**src/rtl/uart_rx.sv**
```systemverilog
// 8N1 UART receiver: 2-flop synchronizer, midpoint sampling, glitch reject, framing error.
// Latency: valid_o/framing_err_o rise on the edge that samples the stop-bit midpoint.
// No backpressure: the consumer must take data_o on the single cycle valid_o is high.
//
// Ports:
//   clk           system clock, rising edge
//   rst_n         asynchronous active-low reset
//   rx            serial line, asynchronous to clk, idle high
//   data_o        last correctly framed byte (LSB received first), held until the next good frame
//   valid_o       one-cycle pulse, data_o valid this cycle
//   framing_err_o one-cycle pulse, stop bit sampled low
module uart_rx #(
    parameter int CLOCKS_PER_BAUD = 868
) (
    input  logic       clk,
    input  logic       rst_n,
    input  logic       rx,
    output logic [7:0] data_o,
    output logic       valid_o,
    output logic       framing_err_o
);

    localparam int CNT_W = $clog2(CLOCKS_PER_BAUD);

    // Half-bit uses integer division, so odd divisors sample slightly early.
    localparam logic [CNT_W-1:0] HALF_M1 = CNT_W'(CLOCKS_PER_BAUD / 2 - 1);
    localparam logic [CNT_W-1:0] FULL_M1 = CNT_W'(CLOCKS_PER_BAUD - 1);

    localparam logic [2:0] S_IDLE      = 3'd0;
    localparam logic [2:0] S_START     = 3'd1;
    localparam logic [2:0] S_DATA      = 3'd2;
    localparam logic [2:0] S_STOP      = 3'd3;
    localparam logic [2:0] S_WAIT_IDLE = 3'd4;

    logic             rx_m;
    logic             rx_s;
    logic [2:0]       state;
    logic [CNT_W-1:0] baud_cnt;
    logic [2:0]       bit_idx;
    logic [7:0]       shift_q;

    always_ff @(posedge clk or negedge rst_n) begin
        if (!rst_n) begin
            // Synchronizer resets to the idle level so release never looks like a start bit.
            rx_m          <= 1'b1;
            rx_s          <= 1'b1;
            state         <= S_IDLE;
            baud_cnt      <= '0;
            bit_idx       <= 3'd0;
            shift_q       <= 8'h00;
            data_o        <= 8'h00;
            valid_o       <= 1'b0;
            framing_err_o <= 1'b0;
        end else begin
            rx_m          <= rx;
            rx_s          <= rx_m;
            valid_o       <= 1'b0;
            framing_err_o <= 1'b0;

            case (state)
                S_IDLE: begin
                    baud_cnt <= '0;
                    if (!rx_s) begin
                        state <= S_START;
                    end
                end

                S_START: begin
                    if (baud_cnt == HALF_M1) begin
                        // Mid start bit: still low means a real frame, high means a glitch.
                        baud_cnt <= '0;
                        bit_idx  <= 3'd0;
                        state    <= rx_s ? S_IDLE : S_DATA;
                    end else begin
                        baud_cnt <= baud_cnt + 1'b1;
                    end
                end

                S_DATA: begin
                    if (baud_cnt == FULL_M1) begin
                        baud_cnt <= '0;
                        // LSB arrives first, so shift in from the top.
                        shift_q  <= {rx_s, shift_q[7:1]};
                        bit_idx  <= bit_idx + 3'd1;
                        if (bit_idx == 3'd7) begin
                            state <= S_STOP;
                        end
                    end else begin
                        baud_cnt <= baud_cnt + 1'b1;
                    end
                end

                S_STOP: begin
                    if (baud_cnt == FULL_M1) begin
                        baud_cnt <= '0;
                        if (rx_s) begin
                            data_o  <= shift_q;
                            valid_o <= 1'b1;
                            state   <= S_IDLE;
                        end else begin
                            framing_err_o <= 1'b1;
                            state         <= S_WAIT_IDLE;
                        end
                    end else begin
                        baud_cnt <= baud_cnt + 1'b1;
                    end
                end

                S_WAIT_IDLE: begin
                    // Break / line held low: wait for the line to return high before rearming.
                    baud_cnt <= '0;
                    if (rx_s) begin
                        state <= S_IDLE;
                    end
                end

                default: begin
                    baud_cnt <= '0;
                    state    <= S_IDLE;
                end
            endcase
        end
    end

endmodule
```
**config.mk**
```make
export PLATFORM = sky130hd
export DESIGN_NAME = uart_rx
export DESIGN_NICKNAME = d
export VERILOG_FILES = /design/src/rtl/uart_rx.sv
export SDC_FILE = /design/constraint.sdc
export NUM_CORES = 1
export LEC_CHECK = 0
export CORE_MARGIN = 5
export CORE_UTILIZATION = 40
export CTS_BUF_LIST = sky130_fd_sc_hd__clkbuf_8
export DETAILED_ROUTE_END_ITERATION = 8
export PLACE_DENSITY_LB_ADDON = 0.2
export SETUP_SLACK_MARGIN = 0.02
export SLEW_MARGIN = 0
export SYNTH_ARGS = -nofsm -noshare
export SYNTH_HDL_FRONTEND = slang
export SYNTH_SLANG_ARGS = --single-unit
```
**constraint.sdc**
```tcl
create_clock -name clk -period 5.4 [get_ports clk]
set_input_delay 1.08 -clock clk [delete_from_list [all_inputs] [get_ports clk]]
set_output_delay 1.08 -clock clk [all_outputs]
set_load 0.02 [all_outputs]
```
==> results_dict.tcl <==
set metrics [dict create \
    crit_chain "clkdlybuf4s50_1" \
    tightest_slew_ps 673 \
    final.period_utilization_pct 43.1 \
    drc 0 \
    ys_warn_count 0 \
    post-cts-setup-buffers 0 \
    syn_to_final_growth_pct 16.0 \
    worstHoldStart "rx_m" \
    clockRootBuffer "clkbuf_8" \
    die_w_um 73.5 \
    dp_hpwl_mm 2.01 \
    fin_skew_ps 5.09 \
    syn_inst 134 \
    fillers 353 \
    cts_num_sinks 36 \
    first_pass_iters 4 \
    path_max_fanout 2 \
    syn_area_mm2 0.00161 \
    max_slew_margin_pct 54.8 \
    cts_resized 0 \
    ys_ff_latch 36 \
    cts_max_level 2 \
    dieArea_mm2 0.00541 \
    drt_wl_total_mm 2.79 \
    io_buffers 12 \
    tritoncts "yes" \
    via_count 1048 \
    finalWorstSetupSlack_ps 3070 \
    ys_seq_area_share_pct 56.0 \
    clock_path_buffers 2 \
    ios 13 \
    seqCellArea_um2 903 \
    setup_tns_ps 0 \
    cts-buffers-inserted 5 \
    syn_avg_cell_area_um2 12.0 \
    grt_pass1_vias 1013 \
    route.met3.wl_um 157 \
    crit_required_ps 4320 \
    postCtsHoldBufs 0 \
    status "completed" \
    rsz0062_at_grt "false" \
    grt-ovfl-total 0 \
    clock_latency_ps 280 \
    floorplan.initialDensity_pct 40.9 \
    nets 157 \
    synth_nets 141 \
    r2r-start "baud_cnt[0]" \
    powerDensity_mw_per_mm2 246 \
    critPathMaxStageDelay_ps 610 \
    startpoint_type "flip-flop" \
    setup.worst_path.start "data_o[7]" \
    place_congestion 0.863 \
    critPathKind "reg2out" \
    yosys.area.top_type "dfrtp_1" \
    grt_start_max_net_pins 37 \
    place_ws_ps 3210 \
    synth_cell_types 33 \
    path_clk_slew_ps 70 \
    die_h_um 73.5 \
    multi_input_area_um2 673 \
    antenna_found_initial 0 \
    wl_met2_mm 1.33 \
    vias_per_cell 5.21 \
    coreArea_mm2 0.00394 \
    path_delay_family "buffers and inverters" \
    crit_slowest_cell "clkdlybuf4s50_1" \
    finalPower_uw 462 \
    ir_drop_v 0.000113 \
    arrival_ps 1250 \
    drv_slew 0 \
    detail-route-antenna-nets 0 \
    first_iter_violations 59 \
    grt.total_usage_pct 11.8 \
    drive_above_1_share_pct 14.6 \
    drt-met1-wl_mm 1.24 \
    synth_area_leaders "dfrtp_1 53%, mux2_2 6.3%, mux2_1 5.6%" \
    grt_pass1_wl_mm 4.75 \
    route.top_layer_used "met4" \
    setup_violations 0 \
    hp-class "reg2reg" \
    finalHoldViolCount 0 \
    wl_per_cell_um 13.9 \
    diodes 0 \
    synth_top_cell_area_share_pct 52.7 \
    crit_buf_inv 1 \
    p_leak_nw 0.870 \
    end_kind "output pin" \
    maxCapViolCount 0 \
    fin_crit_ps 2330 \
    rows 23 \
    max_freq_ghz 0.429 \
]
==> path summary, 6_finish.rpt <==
| path | end | slack (ps) | cells after the start |
|---|---|---|---|
| max | data_o[7] | 3070 | 1 |
| min | rx_s | 360 | 0 |
| max reg2reg | data_o[7] | 3210 | 4 |
| min reg2reg | rx_s | 360 | 0 |
| max in group asynchronous | rx_m | 3850 | 2 |
| min in group asynchronous | shift_q[5] | 1210 | 2 |
==> synthesized netlist by cell type, drive strengths merged <==
library cell	instances
nand4	2
nand3	6
xnor2	7
nor2b	1
clkbuf	3
o2bb2a	1
or3	1
nand2	4
mux2	17
nor4	2
ha	4
a22o	2
or3b	1
buf	1
or4	3
nand4bb	2
nor2	19
nand2b	1
nor4b	1
xor2	1
dfstp	2
or4bb	1
nand4b	1
a21oi	3
dfrtp	34
inv	5
nor4bb	2
a211o	1
o21ai	1
nor3	5
==> layer usage <==
layer / vias to the layer above / global-route usage (%)
li1: 504 / -
met1: 521 / 14.8
met2: 18 / 18.3
met3: 5 / 4.24
met4: 0 / 5.03
met5: - / 0
==> sequential cells by signal, summed over array words and instances, names as in the netlist <==
signal         count
valid_o            1
framing_err_o      1
baud_cnt          10
rx_s               1
rx_m               1
shift_q            8
data_o             8
state              3
bit_idx            3
==> through the flow <==
| stage | cells | instance area [µm²] | hold slack (ps) | util [%] |
|---|---|---|---|---|
| 5_1_grt | 201 | 1870 | 366 | 47.5 |
| 6_report | 201 | 1870 | 358 | 47.5 |
| 3_5_place_dp | 193 | 1790 | 348 | 45.3 |
| 3_3_place_gp | 193 | 1790 | 348 | 45.3 |
| 2_1_floorplan | 134 | 1610 | 345 | - |
| 4_1_cts | 201 | 1870 | 360 | 47.5 |
==> placed cells by master (no fill, tap or decap), types with 3 or more instances in the layout <==
master,instances
or4_1,3
inv_1,5
nor2_1,19
a21oi_1,3
xnor2_1,7
mux2_1,8
mux2_2,9
ha_1,4
clkbuf_8,5
nor3_1,5
nand3_1,6
clkdlybuf4s50_1,12
nand2_1,4
dfrtp_1,34
==> power by group <==
part / leakage [nW] / switching, mW / internal, mW
Clock: 0.0479 / 0.0932 / 0.0897
Combinational: 0.341 / 0.00515 / 0.00180
Sequential: 0.481 / 0.000747 / 0.271
Total: 0.870 / 0.0991 / 0.362
==> final cells by class <==
type | count | area share (%)
flip-flops and latches | 36 | 48.2
multi-input cells | 89 | 35.9
clock inverters | 3 | 1.00
well taps | 50 | 3.34
clock buffers | 5 | 3.67
inverters | 5 | 1.00
repair buffers | 13 | 6.81
==> cell families after synthesis <==
family	count (synthesis)	share of synthesized area [%]
simple gates	52	18.9
flops	36	56.0
buf+inv	9	2.33
compound gates	8	3.49
fa+ha+maj	4	3.10
mux	17	11.9
xor+xnor	8	4.34
(Power assumes the default switching activity.)
